$ cat src/rtl/cache_req_rr_arbiter.sv
// Four-requester round-robin merge for cache requests.
// Each requester owns a one-entry slot; one registered output slot.
module cache_req_rr_arbiter #(
    parameter int DATA_WIDTH = 5
) (
    input  logic                  clk,
    input  logic                  rstn,
    input  logic                  i_valid0,
    input  logic                  i_valid1,
    input  logic                  i_valid2,
    input  logic                  i_valid3,
    input  logic [DATA_WIDTH-1:0] i_data0,
    input  logic [DATA_WIDTH-1:0] i_data1,
    input  logic [DATA_WIDTH-1:0] i_data2,
    input  logic [DATA_WIDTH-1:0] i_data3,
    output logic                  o_ready0,
    output logic                  o_ready1,
    output logic                  o_ready2,
    output logic                  o_ready3,
    output logic                  o_valid,
    output logic [DATA_WIDTH-1:0] o_data,
    output logic [1:0]            o_src,
    input  logic                  i_ready
);

    logic [3:0]            full;
    logic [DATA_WIDTH-1:0] slot [4];
    logic [DATA_WIDTH-1:0] din  [4];
    logic [3:0]            valid_in;
    logic [3:0]            ready;
    logic [3:0]            acc;
    logic [3:0]            gfire_vec;
    logic [1:0]            ptr;
    logic [1:0]            win;
    logic                  out_free;
    logic                  gfire;

    assign valid_in = {i_valid3, i_valid2, i_valid1, i_valid0};
    assign din[0]   = i_data0;
    assign din[1]   = i_data1;
    assign din[2]   = i_data2;
    assign din[3]   = i_data3;

    // Scan from the farthest offset down so the nearest full slot to ptr wins.
    always_comb begin
        win = '0;
        for (int i = 3; i >= 0; i--) begin
            if (full[ptr + 2'(i)]) win = ptr + 2'(i);
        end
    end

    assign out_free  = ~o_valid | i_ready;
    assign gfire     = out_free & (|full);
    assign gfire_vec = gfire ? (4'b0001 << win) : 4'b0000;
    assign ready     = ~full | gfire_vec;
    assign acc       = valid_in & ready;

    assign o_ready0 = ready[0];
    assign o_ready1 = ready[1];
    assign o_ready2 = ready[2];
    assign o_ready3 = ready[3];

    always_ff @(posedge clk) begin
        if (!rstn) begin
            full    <= '0;
            ptr     <= '0;
            o_valid <= 1'b0;
            o_data  <= '0;
            o_src   <= '0;
            for (int i = 0; i < 4; i++) slot[i] <= '0;
        end else begin
            // A refill on the granted slot wins over its clear.
            for (int i = 0; i < 4; i++) begin
                if (acc[i]) begin
                    full[i] <= 1'b1;
                    slot[i] <= din[i];
                end else if (gfire_vec[i]) begin
                    full[i] <= 1'b0;
                end
            end
            if (gfire) begin
                o_valid <= 1'b1;
                o_data  <= slot[win];
                o_src   <= win;
                ptr     <= win + 2'd1;
            end else if (o_valid && i_ready) begin
                o_valid <= 1'b0;
            end
        end
    end

endmodule

$ cat config.mk
export PLATFORM = sky130hd
export DESIGN_NAME = cache_req_rr_arbiter
export DESIGN_NICKNAME = d
export VERILOG_FILES = /design/src/rtl/cache_req_rr_arbiter.sv
export SDC_FILE = /design/constraint.sdc
export NUM_CORES = 1
export LEC_CHECK = 0
export ABC_AREA = 1
export BUFFER_PORTS_ARGS = -buffer_cell sky130_fd_sc_hd__clkbuf_2
export CAP_MARGIN = 10
export CORE_MARGIN = 1.5
export CORE_UTILIZATION = 55
export CTS_CLUSTER_DIAMETER = 150
export DETAILED_ROUTE_END_ITERATION = 10
export PLACE_DENSITY = 0.87
export SLEW_MARGIN = 10
export SYNTH_ARGS = -nofsm -noshare
export SYNTH_HDL_FRONTEND = slang
export SYNTH_SLANG_ARGS = --single-unit
$ cat constraint.sdc
create_clock -name clk -period 2.4 [get_ports clk]
set_input_delay 0.12 -clock clk [delete_from_list [all_inputs] [get_ports clk]]
set_output_delay 0.12 -clock clk [all_outputs]
set_load 0.01 [all_outputs]
# Yosys cells after proc, flatten, opt, wreduce, memory -nomap -nowiden
# Memory sizes are Yosys's and may differ from the RTL's. A register that Yosys moved wholly into a read port is not among the register bits.
# Cells that the tools add are included.
[totals]
regBits = 9
input_bits = 27
out_inout_bits = 12
elab_cells = 75
ramBits = 20
latch_bits = 0
rom_bits = 0
memories = 1
[mem_list]
columns = ["name", "words", "word_bits", "read_ports", "rd_clocked_by_memory_dff", "write_ports", "line", "source"]
rows = [
  ["slot", 4, 5, 1, 1, 4, "27", "logic [DATA_WIDTH-1:0] slot [4];"],
]
[classes]
shift = 1
n_reduce_logical = 8
mux = 40
add_sub_neg = 4
div = 0
n_mul = 0
eq_ne = 0
n_lt_le_gt_ge = 4
bitwise = 10
[op_table]
columns = ["op", "count"]
rows = [
  ["$mux 1", 27],
  ["$mux 5", 4],
  ["$lt 2x3->1 const B", 4],
  ["$reduce_bool 2->1", 5],
  ["$bmux 1 s2", 4],
  ["$mux 2", 4],
  ["$or 1x1->1", 5],
  ["$add 2x1->2 const B", 2],
  ["$add 2x2->2 const B", 2],
  ["$and 4x4->4", 1],
  ["$mux 4", 1],
  ["$not 4->4", 1],
  ["$or 4x4->4", 1],
  ["$reduce_or 4->1", 1],
  ["$shl 1x2->4 const A", 1],
  ["$and 1x1->1", 1],
  ["$logic_and 1x1->1", 1],
  ["$logic_not 1->1", 1],
  ["$not 1->1", 1],
]

# Logic depth before layout (Yosys ltp)
[depth]
ltp_word = 15
mapped_depth = 15
mapped_depth_nobuf = 13

# Worst setup path before layout
# OpenSTA, ideal clock, no wires.
[synth_path]
kind = "register to register"
startpoint = "register ptr[0]"
endpoint = "memory slot[2][0] (enable)"
path_slack_ps = 606
arrival_time_ps = 1481
setup_time_ps = 313
path_buffers = 1
path_stages_with_launch = 13
synth_period_minus_slack_ps = 1794
required_time_ps = 2087
path_cell_list = "dfxtp_1 buf_6 inv_4 nand2_1 nand2_1 nand2_2 o21ai_1 a21oi_4 nor2_1 nand2_2 nand2_4 nand2_2 nand2_1"
[synth_lines]
columns = ["element", "line", "source"]
rows = [
  ["from (decl)", "33", "logic [1:0] ptr;"],
  ["from (signal assigned)", "85", "ptr <= win + 2'd1;"],
  ["to (decl)", "27", ""],
]

# Worst setup path in the final report
[layout_path]
startpoint = "register full[1]"
endpoint = "output port o_ready1"
[layout_between]
elab_chain_len = 9
word_cells_on_any_way = 18
cone_classes = "shift (1); mux (13); bitwise (3); reduce/logical (1)"
[layout_lines]
columns = ["element", "line", "source"]
rows = [
  ["from (decl)", "26", "logic [3:0] full;"],
  ["from (signal assigned)", "65", "full <= '0;"],
  ["from (signal, indexed assignment)", "75", "full[i] <= 1'b1;"],
  ["from (signal, indexed assignment)", "78", "full[i] <= 1'b0;"],
  ["$bmux 1 s2", "48", "if (full[ptr + 2'(i)]) win = ptr + 2'(i);"],
  ["$mux 1 (implied by the code)", "48", ""],
  ["$mux 2 (4 in a row)", "48", ""],
  ["$shl 1x2->4", "54", "assign gfire_vec = gfire ? (4'b0001 << win) : 4'b0000;"],
  ["$mux 4", "54", ""],
  ["$or 4x4->4 *", "55", "assign ready = ~full | gfire_vec;"],
  ["to (decl)", "17", "output logic o_ready1,"],
]
# Mark *: on every way between the ends. The rest lies on a longest branch, timed or not. The select of a mux whose other input is x is not followed.

==> results.py <==
metrics = {
    "global_routing": {
        "grtUsageTotal_pct": 21.2,
        "grt_start_max_net_pins": 15,
        "use_met1_pct": 24.7,
        "grt_pass1_vias": 1533,
        "grtUsageMet2_pct": 37.9,
        "grt_pass1_wl_um": 6460,
        "antenna_found_initial": 0,
        "overflow": 0,
        "grt_util_met3_pct": 4.50,
        "grt-busiest-layer": "met2",
    },
    "critical_path": {
        "cp_max_fo": 14,
        "r2r_start": "full[1]",
        "crit_start": "full[1]",
        "crit_type": "flop to output port",
        "cp-start-kind": "flop",
        "critPathArrivalTime_ns": 1.98,
        "reg2regPathDepth": 12,
        "critical_path.endpoint_type": "output port",
        "r2r_setup_slack_ns": 0.35,
        "cp.required_ns": 2.28,
    },
    "placement": {
        "port-buffer-count": 38,
        "post-place-ws_ns": 0.365,
        "placed_area_mm2": 0.00220,
        "dpl.hpwl_um": 2960,
        "place_congestion": 0.919,
    },
    "floorplanning": {
        "io_pins": 39,
        "start_util_pct": 58.2,
        "placementRows": 21,
        "die_h_um": 62.7,
        "dieArea_mm2": 0.00393,
        "core_area_mm2": 0.00336,
        "fp.dieW_um": 62.7,
    },
    "power_and_ir_drop": {
        "fin_total_pwr_uw": 2290,
        "peakVddDrop_uv": 481,
        "power_density_mw_per_mm2": 1020,
        "leakage_uw": 0.00114,
    },
    "hold_path": {
        "min_from": "i_valid0",
        "holdPathStages": 3,
        "min_path_type": "primary input to flop",
    },
    "clock_tree": {
        "root_buffer": "clkbuf_4",
        "cts-hold-fix-buffers": 0,
        "clk_latency_ns": 0.33,
        "clk_pin_slew_ns": 0.10,
        "clock-sinks": 34,
        "cts_max_path_buffers": 2,
        "cts_tree": "done",
        "htree_levels": 2,
        "cts_resized": 0,
        "cts_setup_buffers": 0,
        "cts_buffers": 5,
    },
    "yosys": {
        "synthArstFlopShare_pct": 0,
        "synth.top_cell.area_share_pct": 30.7,
        "syn_nets": 263,
        "synth_edf_count": 20,
        "yosysTopAreaCell": "edfxtp_1",
        "synth_cells": 236,
        "ys.flop_type": "edfxtp_1",
        "seq_area_frac_synth_pct": 45.0,
        "yosysWarnings": 0,
        "yosys-top-cells-area": "edfxtp_1 31%, dfxtp_1 14%, inv_1 9.8%, nor2_2 7.3%, nand2_1 6.9%",
        "synth_area_per_cell_um2": 8.30,
        "synth_common_cells": "51 x inv_1, 36 x nand2_1, 24 x nand3_1",
        "ys_types": 27,
        "syn-cell-area_mm2": 0.00196,
        "synth_seq_cells": 34,
        "yosysMostFrequentCell": "inv_1",
    },
    "timing": {
        "min_period_over_period_pct": 87.4,
        "grt_setup_unrepaired": "no",
        "holdWs_ns": 0.0674,
        "finalSetupTns_ns": 0,
        "finalHoldViolations": 0,
        "period_needed_ns": 2.10,
        "slew-limit-headroom_pct": 71.4,
        "max_slew.worst_pin.slew_ns": 0.429,
        "setup_violations": 0,
        "max_freq_mhz": 477,
        "setup_ws_ns": 0.302,
        "skew_ns": 0.00402,
        "slew_violations": 0,
    },
    "detailed_routing": {
        "viasPerCell": 4.81,
        "drc": 0,
        "dr.pass1.iters": 4,
        "ant_nets": 0,
        "routedWlPerCell_um": 11.1,
        "drtIter0Drc": 76,
        "wl_um": 3620,
        "vias": 1572,
    },
    "finish": {
        "final_area_mm2": 0.00225,
        "num_antenna_cells": 0,
        "nFillCells": 311,
        "nNetsFinal": 307,
        "drive_above_1_share_pct": 35.9,
        "syn_to_final_growth_pct": 14.8,
    },
    "status": {
        "status": "finished, final reports clean",
    },
    "flow_run": {
        "maxCapViolations": 0,
    },
}
==> area by class of cell <==
cell class,instances,area [µm²],share of cell area [%]
multi-input combinational,139,822,36.6
sequential,34,881,39.2
clock inverter,2,8.76,0.390
inverter,59,224,9.97
tap,46,57.6,2.56
clock buffer,6,41.3,1.84
timing repair buffer,41,213,9.47
==> through the flow <==
| stage | util, % | cells |
|---|---|---|
| floorplan | - | 236 |
| global placement | 65.3 | 319 |
| detailed placement | 65.3 | 319 |
| CTS | 66.8 | 327 |
| global route | 66.8 | 327 |
| finish | 66.8 | 327 |
==> worst paths after layout <==
path,endpoint
worst max-delay path,o_ready1
worst min-delay path,full[0]
worst max register to register,slot[1][1]
worst min register to register,o_src[0]
==> flip-flops by register name (all words and copies together) (netlist names) <==
signal and flops:
ptr 2, full 4, o_valid 1, o_data 5, o_src 2, slot 20
==> power by group <==
| group | internal [µW] | leakage (µW) | total [µW] | switching (µW) |
|---|---|---|---|---|
| clock | 110 | 0.0000297 | 290 | 180 |
| sequential | 757 | 0.000333 | 824 | 67.8 |
| combinational | 414 | 0.000781 | 1180 | 766 |
| total | 1280 | 0.00114 | 2290 | 1010 |
==> worst max-delay path: stages (launching register included) <==
cell and delay (ns):
dfxtp_1 0.40, inv_1 0.11, nand2_1 0.09, nand2_1 0.08, o21ai_1 0.16, inv_2 0.08
nand2_2 0.09, nand2_4 0.09, nand2_4 0.17, nand3_2 0.13, nand2_4 0.12, clkbuf_2 0.13
==> kinds of logic (layout without fill, tap and decap cells) <==
kind of cell           count (synthesis)  in the layout  synth area share [%]
AND/OR/NAND/NOR                      122            122                  36.5
buffers and inverters                 63            108                  13.0
flip-flops                            34             34                  45.0
AO/OA/AOI/OAI                         17             17                  5.50
==> placed cells by master, fill, tap and decap left out, drive strengths merged <==
cell type,netlist,layout
nand2,49,49
a21oi,8,8
o211ai,3,3
clkbuf,1,44
nand4,2,2
nor3b,1,1
dfxtp,14,14
clkinv,2,4
nand3b,1,1
o21ai,6,6
nand3,32,32
buf,3,3
nor2,37,37
edfxtp,20,20
inv,57,57
==> routing by layer <==
| metal | wire [µm] | up-vias | part of all wire (%) |
|---|---|---|---|
| li1 | - | 821 | - |
| met2 | 1880 | 45 | 52 |
| met1 | 1520 | 700 | 42 |
| met5 | 0 | - | 0 |
| met3 | 169 | 6 | 4.7 |
| met4 | 58 | 0 | 1.6 |
Power figures use the tool's default switching activity.
